File: src/rtl/rx_descrambler.sv
`default_nettype none
// ---------------------------------------------------------------------------
// rx_descrambler : x^7+x^4+1 receive descrambler, seed recovered from SERVICE
// Rev 1.0 | option RX_DESCRAMBLER_SVC_CHECK_EN adds oSvcErr
// ---------------------------------------------------------------------------
module rx_descrambler (
  input  logic       iClk,
  input  logic       iRst,
  input  logic       iStart,
  input  logic       iValid,
  input  logic       iData,
  output logic       oValid,
  output logic       oData,
  output logic       oLocked,
  output logic [7:1] oState,
  output logic       oSeedErr
`ifdef RX_DESCRAMBLER_SVC_CHECK_EN
  ,
  output logic       oSvcErr
`endif
);

  typedef enum logic [1:0] {
    IDLE = 2'd0,
    SYNC = 2'd1,
    RUN  = 2'd2
  } state_t;

  localparam logic [3:0] c_LOCK_IDX = 4'd6;
  localparam logic [3:0] c_CNT_MAX  = 4'd15;

  state_t     state_q, state_d;
  logic [7:1] lfsr_q, lfsr_d;
  logic [3:0] cnt_q, cnt_d;
  logic       valid_q, valid_d;
  logic       data_q, data_d;
  logic       locked_q, locked_d;
  logic [7:1] seed_q, seed_d;
  logic       seed_err_q, seed_err_d;
`ifdef RX_DESCRAMBLER_SVC_CHECK_EN
  logic       svc_err_q, svc_err_d;
  logic       svc_done_q, svc_done_d;
`endif

  logic       w_ks;
  logic [7:1] w_sync_next;

  assign w_ks        = lfsr_q[7] ^ lfsr_q[4];
  assign w_sync_next = {lfsr_q[6:1], iData};

  always_ff @(posedge iClk or posedge iRst) begin
    if (iRst) begin
      state_q    <= IDLE;
      lfsr_q     <= '0;
      cnt_q      <= '0;
      valid_q    <= 1'b0;
      data_q     <= 1'b0;
      locked_q   <= 1'b0;
      seed_q     <= '0;
      seed_err_q <= 1'b0;
`ifdef RX_DESCRAMBLER_SVC_CHECK_EN
      svc_err_q  <= 1'b0;
      svc_done_q <= 1'b0;
`endif
    end else begin
      state_q    <= state_d;
      lfsr_q     <= lfsr_d;
      cnt_q      <= cnt_d;
      valid_q    <= valid_d;
      data_q     <= data_d;
      locked_q   <= locked_d;
      seed_q     <= seed_d;
      seed_err_q <= seed_err_d;
`ifdef RX_DESCRAMBLER_SVC_CHECK_EN
      svc_err_q  <= svc_err_d;
      svc_done_q <= svc_done_d;
`endif
    end
  end

  always_comb begin
    state_d    = state_q;
    lfsr_d     = lfsr_q;
    cnt_d      = cnt_q;
    valid_d    = 1'b0;
    data_d     = 1'b0;
    locked_d   = locked_q;
    seed_d     = seed_q;
    seed_err_d = seed_err_q;
`ifdef RX_DESCRAMBLER_SVC_CHECK_EN
    svc_err_d  = svc_err_q;
    svc_done_d = svc_done_q;
`endif
    if (iStart) begin
      // The bit arriving with iStart is already SYNC bit 0.
      state_d    = SYNC;
      lfsr_d     = '0;
      cnt_d      = '0;
      locked_d   = 1'b0;
      seed_err_d = 1'b0;
`ifdef RX_DESCRAMBLER_SVC_CHECK_EN
      svc_err_d  = 1'b0;
      svc_done_d = 1'b0;
`endif
      if (iValid) begin
        lfsr_d  = {6'b000000, iData};
        cnt_d   = 4'd1;
        valid_d = 1'b1;
      end
    end else if (iValid) begin
      case (state_q)
        SYNC: begin
          valid_d = 1'b1;
          lfsr_d  = w_sync_next;
          cnt_d   = cnt_q + 4'd1;
          if (cnt_q == c_LOCK_IDX) begin
            state_d    = RUN;
            locked_d   = 1'b1;
            seed_d     = w_sync_next;
            seed_err_d = (w_sync_next == 7'd0);
          end
        end
        RUN: begin
          valid_d = 1'b1;
          data_d  = iData ^ w_ks;
          lfsr_d  = {lfsr_q[6:1], w_ks};
          if (cnt_q != c_CNT_MAX) begin
            cnt_d = cnt_q + 4'd1;
          end
`ifdef RX_DESCRAMBLER_SVC_CHECK_EN
          // Saturated counter cannot tell bit 15 from bit 16+, so flag the end.
          if (!svc_done_q) begin
            if (iData ^ w_ks) begin
              svc_err_d = 1'b1;
            end
            if (cnt_q == c_CNT_MAX) begin
              svc_done_d = 1'b1;
            end
          end
`endif
        end
        default: ;
      endcase
    end
  end

  assign oValid   = valid_q;
  assign oData    = data_q;
  assign oLocked  = locked_q;
  assign oState   = seed_q;
  assign oSeedErr = seed_err_q;
`ifdef RX_DESCRAMBLER_SVC_CHECK_EN
  assign oSvcErr  = svc_err_q;
`endif

endmodule
`default_nettype wire
File: config.mk
export PLATFORM = sky130hd
export DESIGN_NAME = rx_descrambler
export DESIGN_NICKNAME = d
export VERILOG_FILES = /design/src/rtl/rx_descrambler.sv
export SDC_FILE = /design/constraint.sdc
export NUM_CORES = 1
export LEC_CHECK = 0
export CORE_ASPECT_RATIO = 0.6
export CORE_UTILIZATION = 45
export DETAILED_ROUTE_END_ITERATION = 8
export PLACE_DENSITY = 0.71
export SETUP_SLACK_MARGIN = 0.3
export SLEW_MARGIN = 20
export SYNTH_ARGS = -nofsm -noshare
export SYNTH_HDL_FRONTEND = slang
export SYNTH_SLANG_ARGS = --single-unit
File: constraint.sdc
create_clock -name iClk -period 1.4 [get_ports iClk]
set_input_delay 0.14 -clock iClk [delete_from_list [all_inputs] [get_ports iClk]]
set_output_delay 0.14 -clock iClk [all_outputs]
set_load 0.005 [all_outputs]
## Yosys cells after proc, flatten, opt, wreduce, memory -nomap -nowiden

Cells that the tools add are included.

- Register bits: 24
- Input port bits: 5
- Output and inout bits: 11
- Logic and storage cells: 55

- Add/sub/neg operators: 1
- Equal/unequal tests: 5
- Multiplexer cells: 28
- Bitwise gates (word level): 3
- Reductions and logical operators: 10

Operators by type and width:

| cell | number |
|---|---|
| 1-bit 2-to-1 mux | 17 |
| 7-bit 2-to-1 mux | 2 |
| 7-bit case mux with 2 select lines | 1 |
| 4-bit 2-to-1 mux | 3 |
| 2-bit 2-to-1 mux | 4 |
| 4-bit case mux with 2 select lines | 1 |
| 7-bit zero test | 1 |
| 3-bit AND reduction | 2 |
| 2-bit nonzero test | 3 |
| 4-bit by 1-bit adder with 4-bit output (second input constant) | 1 |
| 4-bit by 3-bit == test with 1-bit output (second input constant) | 1 |
| 4-bit inequality test (second input constant) | 1 |
| 4-bit AND reduction | 1 |
| 3-bit inequality test (second input constant) | 1 |
| 3-bit nonzero test | 1 |
| 2-bit by 1-bit == test with 1-bit output (second input constant) | 1 |
| 2-bit == test (second input constant) | 1 |
| 2-bit AND reduction | 1 |
| 2-bit OR reduction | 1 |
| 1-bit bitwise XOR | 2 |
| 1-bit NOT | 1 |

## Depth between registers and ports, before layout

Gate-level depths: netlist of the first run.

- Depth in word-level cells: 5
- Mapped depth: 7
- Gate-level depth less buffers: 6

## Worst setup path before layout of the first run

Ideal clock, no wire load.

- Path kind: register -> register
- From: register state_q[1]
- To: register seed_q (netlist bit oState[1])
- Setup time: 125 ps
- Arrival time: 1447 ps
- Required time: 1275 ps
- Setup slack: -172 ps
- Stages on the path, launching flop included: 6
- Buffers on the path: 0
- Clock period less this slack: 1572 ps
- Cell sequence: dfrtp_1 -> inv_1 -> ha_1 -> nand4b_2 -> nor3_4 -> mux2_2

- Longest elaborated chain between the ends: 2

Ends and longest elaborated chain:

| item | RTL line | RTL |
|---|---|---|
| start: declaration | 32 | `state_t state_q, state_d;` |
| start signal: assignment | 66 | `state_q <= state_d;` |
| 2-bit by 1-bit == test with 1-bit output | 111 | `case (state_q)` |
| 4-bit AND reduction (no source line) | - |  |
| end signal: assignment | 59 | `seed_q <= '0;` |
| end signal: assignment | 72 | `seed_q <= seed_d;` |
| end: declaration | 38 | `logic [7:1] seed_q, seed_d;` |

Every way passes these cells.
A chain may end at the register's enable or synchronous reset.

## Worst setup path after layout of the first run

- From: register state_q[1]
- To: register seed_q (netlist bit oState[4])

The elaborated chain is that of the path after synthesis.

==> results of run 1 <==
-- path summary, 6_finish.rpt --
| path | end | slack, ns |
|---|---|---|
| min | oValid | 0.21 |
| max | oState[4] | -0.15 |
| min in group iClk | oState[5] | 0.51 |
| max in group asynchronous | oState[5] | 0.96 |
| min reg2reg | oState[5] | 0.51 |
| max reg2reg | oState[4] | -0.15 |
-- registers in the layout, indices dropped and copies added (netlist names) --
register and count:
lfsr_q 7, oState 7, cnt_q 4, state_q 2, oData 1, oSeedErr 1
oValid 1
-- layout by cell type (no fill, tap or decap), drive strengths merged --
master         instances
dfrtp                 23
nor4                   2
and4                   1
buf                   26
and3                   1
inv                    6
nand4b                 1
or4                    1
a211oi                 1
or2                    1
o21ai                  2
mux2                   7
nand2                 18
nor3                   6
a22oi                  2
mux2i                  1
ha                     4
a211o                  1
a21oi                 10
nor2                   4
clkdlybuf4s50          4
clkbuf                 4
dlygate4sd2           10
nand3                  4
xnor2                  2
nand3b                 1
-- power by group --
part	switching, mW	internal [mW]
sequential	0.0171	0.680
combinational	0.0935	0.0914
clock	0.208	0.203
-- per-layer routing --
| layer | up-vias | global-route usage |
|---|---|---|
| met5 | - | 0 |
| met4 | 0 | 0.0924 |
| met3 | 9 | 0.0682 |
| met2 | 27 | 0.353 |
| met1 | 451 | 0.280 |
| li1 | 437 | - |
-- kinds of logic after synthesis --
logic type	Yosys count
XOR/XNOR	2
adder cells (fa/ha/maj)	4
AND/OR/NAND/NOR	40
multiplexers	8
AO/OA/AOI/OAI	16
buffers and inverters	9
flip-flops	23
-- through the flow --
stage / power (mW) / instance area (sq um)
3_3_place_gp: 0.848 / 1450
3_5_place_dp: 0.854 / 1450
4_1_cts: 1.28 / 1590
2_1_floorplan: 0.777 / 1130
6_report: 1.29 / 1680
5_1_grt: 1.35 / 1680
-- timing repair --
item	4_1_cts	5_1_grt
gates resized for setup	34	16
cloned	0	0
endpoints found under the setup margin	33	22
pin swaps	13	3
buffers inserted	4	2
-- worst max-delay path: cells and delay by family, from the launching register on --
| family | cells | cell delay [ns] |
|---|---|---|
| adders and majority gates | 1 | 0.15 |
| muxes | 1 | 0.30 |
| DFF | 1 | 0.40 |
| and+or+nand+nor | 2 | 0.34 |
| buffers and inverters | 2 | 0.24 |
-- cell type report --
cell class | instances | area [sq um]
flip-flops and latches | 23 | 576
inverters | 6 | 22.5
fillers | 150 | 536
well taps | 30 | 37.5
clock buffers | 4 | 45.0
multi-input cells | 70 | 644
repair buffers | 40 | 352
==> summary.txt, run 1 <==
Status
  • Status: finished with violations
  • Failing checks: setup timing

Synth
  • Simple-Gate Fraction of Synth Area: 0.201
  • Seq/Total Area, Yosys: 0.532
  • Largest family of logic cells by synthesized area: simple AND/OR/NAND/NOR gates
  • Complex-gate fraction of the synthesized area: 0.0880
  • Synthesized instance count: roughly 100
  • Share of synthesized registers carrying an async set or reset: 1.00
  • Share of the synthesized area in the top cell type: 0.532
  • Synth top area cells: dfrtp_1 53%, mux2_2 7.3%, nand2_1 6.3%, a21oi_1 4.6%, ha_1 4.6%
  • Synth unique cells: 29
  • Most frequent cells after synthesis: 23 x dfrtp_1, 18 x nand2_1, 10 x a21oi_1
  • Register bit count reported by yosys: 23
  • Top-count cell post-synth: dfrtp_1
  • Synth Area in XOR/XNOR: 0.0162
  • Mapped cell area: about 0.0011 sq mm
  • Area leader, netlist: dfrtp_1
  • Number of flops mapped to enable cells by yosys: 0
  • YS warnings: 0
  • Synthesized area per cell: 10.6 sq um
  • Synthesized Nets: 111
  • Area share of fa/ha/maj cells after synthesis: 0.0463
  • Prevailing post-synth register cell: dfrtp_1
  • Mux share of post-synthesis cell area: 0.0822

Finish
  • Layout cells sized above 1: 0.476
  • N_diodes: 0
  • Nets: ~150
  • Final core occ: 0.758
  • Area delta synth->final: 55.1%
  • Final non-filler cell total: 173

Detailed routing
  • Drt total wl: 2.63 mm
  • Initial DRC Count: 42
  • DRT met1 WL: around 1.2 mm
  • WL met3: between 100 and 150 um
  • Pre-antenna DRT Iters: 5
  • Via density: approximately 5.3
  • Top sig layer: met4
  • # DRC: 0
  • Routed Antenna Nets: 0
  • Routed wire per std cell: 15.2 um
  • Vias: between 900 and 1000
  • Met2 wire len: around 1.2 mm

Power and ir drop
  • VDD IR max: around 570 uV
  • Cell Pwr Density: 772 mW/mm^2
  • Static Leakage: between 0.7 and 0.8 nW

Critical path
  • Setup crit start kind: register
  • Slowest CP cell: dfrtp_1
  • Reg2Reg Depth: 6
  • Worst setup path start: state_q[1]
  • CP Data Arrival Time: 1.70 ns
  • Critical path required time: between 1.5 and 2 ns
  • Crit Path Max Fanout: 7
  • Critical path's largest stage delay: 0.40 ns
  • Reg2reg start: state_q[1]
  • Crit Path Class: reg2reg
  • Worst Setup End Kind: register
  • Cell Chain, Critical Path: inv_2, ha_4, nand4b_4, nor3_4, buf_12, mux2_4

Global routing
  • Largest net degree at the start of global routing: 24
  • Vias in the first global route: around 830
  • Initial antenna violation count: 0
  • First-pass GRT wire length: approximately 4.0 mm
  • Overall Global Routing Usage: 0.219
  • Grt total ovfl: 0

STA
  • Worst-margin pin slew: 0.296 ns
  • Final Hold Fails: 0
  • Final setup vio count: 20
  • Setup WS post-layout: -0.152 ns
  • RSZ-0062 raised after global routing: yes
  • Fmax: between 600 and 700 MHz
  • Final Max Tran Viols: 0
  • Worst hold margin: around 0.21 ns
  • Setup TNS: -1.89 ns
  • Crit path time final: about 1.6 ns
  • Final Skew: ~0.0037 ns
  • Final period util: 1.11
  • Relative slew slack: 0.803

Clocking
  • Num CTS Buffers: 3
  • Clock latency at the later pin of the worst-skew pair: roughly 0.27 ns
  • Max clock buf depth: 2
  • Root Driver: clkbuf_8
  • TritonCTS clock tree: yes
  • Hold Buf Count CTS: 0
  • Clk sink count: 23
  • Clock slew seen by the registers of the worst setup and hold paths: roughly 0.08 ns
  • H-tree Lvls: 1

Floorplanning
  • Area of the core: approximately 0.0022 sq mm
  • Number of placement rows: 13
  • Starting Density: 0.489
  • Die Y: 40.0 um
  • Die Footprint: 0.00261 sq mm
  • DIE WIDTH: 65.3 um
  • # IOs: 16

Place
  • Cells after DPL: 163
  • Post-place setup slack: -0.144 ns
  • Post-DP HPWL: about 1.7 mm
  • Final Wtd Congestion: around 0.75
  • IO Port Bufs: 15

Run
  • Max-Cap Viols: 0

Worst hold path
  • HP Class: in2async
No activity file was read; power rests on OpenSTA's default activity.
==> run 2, diff against run 1 <==
--- a/config.mk
+++ b/config.mk
@@ -5,6 +5,7 @@
 export SDC_FILE = /design/constraint.sdc
 export NUM_CORES = 1
 export LEC_CHECK = 0
+export ABC_CLOCK_PERIOD_IN_PS = 1400
 export CORE_ASPECT_RATIO = 0.6
 export CORE_UTILIZATION = 45
 export DETAILED_ROUTE_END_ITERATION = 8
==> results of run 2 <==
Same layout as run 1: the final DEF is identical, and so are final timing and power.
==> run 3, diff against run 2 <==
--- a/config.mk
+++ b/config.mk
@@ -5,11 +5,12 @@
 export SDC_FILE = /design/constraint.sdc
 export NUM_CORES = 1
 export LEC_CHECK = 0
-export ABC_CLOCK_PERIOD_IN_PS = 1400
+export ABC_CLOCK_PERIOD_IN_PS = 2000
 export CORE_ASPECT_RATIO = 0.6
-export CORE_UTILIZATION = 45
+export CORE_UTILIZATION = 44
 export DETAILED_ROUTE_END_ITERATION = 8
-export PLACE_DENSITY = 0.71
+export GPL_ROUTABILITY_DRIVEN = 1
+export PLACE_DENSITY = 0.67
 export SETUP_SLACK_MARGIN = 0.3
 export SLEW_MARGIN = 20
 export SYNTH_ARGS = -nofsm -noshare
==> constraint.sdc (replaced) <==
create_clock -name iClk -period 2 [get_ports iClk]
set_input_delay 0.2 -clock iClk [delete_from_list [all_inputs] [get_ports iClk]]
set_output_delay 0.2 -clock iClk [all_outputs]
set_load 0.005 [all_outputs]
==> run 3 against run 2 <==
- first-iteration DRC count shrank 43%
- critical endpoint is now oState[6]
- critical path depth is the same
- wire length is 21% lower
- cell area fell by 18%
- critical path type unchanged
- the run now ends clean
- sequential share of layout area is 7.8 points higher
==> summary.txt, run 3 (synthesis gave the netlist of run 1 again) <==
Clocking
  • Max clock buf depth: 2 (unchanged)
  • Hold Buf Count CTS: 0 (unchanged)
  • Clk sink count: 23 (unchanged)
  • TritonCTS clock tree: yes
  • Root Driver: clkbuf_8
  • Clock slew seen by the registers of the worst setup and hold paths: 0.08 ns (about the same)
  • Clock latency at the later pin of the worst-skew pair: 0.26 ns (about the same)
  • H-tree Lvls: 1 (unchanged)
  • Num CTS Buffers: 3 (unchanged)

Critical path
  • Critical path's largest stage delay: 0.45 ns (+0.05 ns)
  • Worst Setup End Kind: register
  • Setup crit start kind: register
  • Cell Chain, Critical Path: inv_1, ha_1, nand4b_2, nor3_4, buf_4, mux2_2
  • Critical path buffers and inverters: 2 (unchanged)
  • Crit-path leading delay family: flip-flops
  • Crit Path Max Fanout: 6 (-1)
  • Crit Path Class: reg2reg
  • Critical path required time: 2.15 ns (+0.60 ns)
  • Slowest CP cell: dfrtp_2
  • CP Data Arrival Time: 1.75 ns (+0.05 ns)

Global routing
  • Overall Global Routing Usage: 0.178 (-0.0408)
  • Largest net degree at the start of global routing: 24 (unchanged)
  • First-pass GRT wire length: 3.33 mm (-16%)
  • Grt total ovfl: 0 (unchanged)
  • Vias in the first global route: 692 (-16%)
  • Initial antenna violation count: 0 (unchanged)

STA
  • Setup TNS: 0 ns (+1.89 ns)
  • Setup WS post-layout: 0.405 ns (+0.557 ns)
  • Final Skew: 0.00228 ns (-0.00143 ns)
  • Worst-margin pin slew: 0.392 ns (+0.0957 ns)
  • RSZ-0062 raised after global routing: no
  • Final setup vio count: 0 (-100%)
  • Final Hold Fails: 0 (unchanged)
  • Relative slew slack: 0.738 (-0.0646)
  • Final Max Tran Viols: 0 (unchanged)
  • Crit path time final: 1.60 ns (+0.0432 ns)
  • Final period util: 0.798 (-0.311)
  • Fmax: 627 MHz (-2.7%)

Floorplanning
  • Die Y: 40.4 um (+1.1%)
  • Number of placement rows: 13 (unchanged)
  • DIE WIDTH: 66.0 um (+1.1%)
  • Die Footprint: 0.00267 sq mm (+2.2%)
  • Area of the core: 0.00224 sq mm (+1.5%)
  • Starting Density: 0.482 (-0.00708)
  • # IOs: 16 (unchanged)

Power and ir drop
  • Static Leakage: 0.618 nW (-22%)
  • Cell Pwr Density: 621 mW/mm^2 (-20%)
  • VDD IR max: 282 uV (-51%)

Detailed routing
  • Routed wire per std cell: 13.7 um (-10%)
  • Drt total wl: 2.09 mm (-21%)
  • # DRC: 0 (unchanged)
  • Initial DRC Count: 24 (-43%)
  • Vias: 807 (-13%)
  • Pre-antenna DRT Iters: 4 (-1)
  • Routed Antenna Nets: 0 (unchanged)
  • Via density: 5.27 (-1.2%)

Worst hold path
  • HP Class: in2async

Place
  • Post-DP HPWL: 1.49 mm (-9.7%)
  • Final Wtd Congestion: 0.803 (+6.8%)
  • Post-place setup slack: 0.183 ns (+0.327 ns)
  • IO Port Bufs: 15 (unchanged)

Finish
  • Layout cells sized above 1: 0.220 (-0.256)
  • N_diodes: 0 (unchanged)
  • Nets: 133 (-13%)
  • Area delta synth->final: 26.6%
  • Number of fill cells: 187 (+25%)
  • Commonest cells after routing, fill and taps aside: 22 x dfrtp_1, 18 x nand2_1, 15 x clkdlybuf4s50_1
  • Commonest non-fill, non-tap cell in the layout: dfrtp_1

Run
  • Max-Cap Viols: 0 (unchanged)

Status
  • Status: complete, no violations
-- run 3: path summary, 6_finish.rpt --
kind	start	to	slack, ns	cells past startpoint
setup / recovery	cnt_q[0]	oState[6]	0.40	6
hold / removal	iRst	oState[4]	0.28	3
setup reg to reg	cnt_q[0]	oState[6]	0.40	6
hold reg to reg	cnt_q[3]	cnt_q[3]	0.51	1
max in group asynchronous	iRst	cnt_q[0]	1.47	3
min in group iClk	cnt_q[3]	cnt_q[3]	0.51	1
-- run 3: cell type report --
class                      instances  area, sq um  share of cell area
sequential                        23          577               0.421
multi-input combinational         70          498               0.364
timing repair buffer              20          188               0.137
clock buffer                       3         41.3              0.0302
tap                               30         37.5              0.0274
inverter                           6         22.5              0.0165
clock inverter                     1         5.00             0.00366
-- run 3: tightest hold or removal path: stages --
cell and delay [ns]:
clkdlybuf4s50_1 0.40, inv_1 0.05, buf_4 0.29
-- run 3: power by group --
part | switching, mW | internal (mW) | total, mW
logic | 0.0421 | 0.0318 | 0.0739
clock network | 0.148 | 0.139 | 0.287
registers | 0.0127 | 0.476 | 0.489
total | 0.203 | 0.647 | 0.850
-- run 3: layer usage --
layer / up-vias / wire, um / global-route usage / part of all wire
li1: 397 / - / - / -
met1: 396 / 1080 / 0.258 / 0.51
met2: 14 / 942 / 0.283 / 0.45
met3: 0 / 72 / 0.0511 / 0.034
met4: 0 / 0 / 0 / 0
met5: - / 0 / 0 / 0
-- run 3: timing repair --
item / 4_1_cts / 5_1_grt
setup endpoints to repair: 7 / 10
setup buffers: 2 / 0
pin swaps: 1 / 1
resized for setup: 1 / 6
endpoints found under the hold margin: 0 / 0
-- run 3: through the flow --
stage               total power [mW]  cells  hold WS, ns  area, sq um  utilization
finish                         0.850    153        0.281         1370        0.610
global route                   0.885    153        0.310         1370        0.610
CTS                            0.856    153        0.294         1340        0.598
detailed placement             0.570    147        0.493         1280        0.569
global placement               0.568    147        0.490         1280        0.569
floorplan                      0.539    102        0.202         1080            -
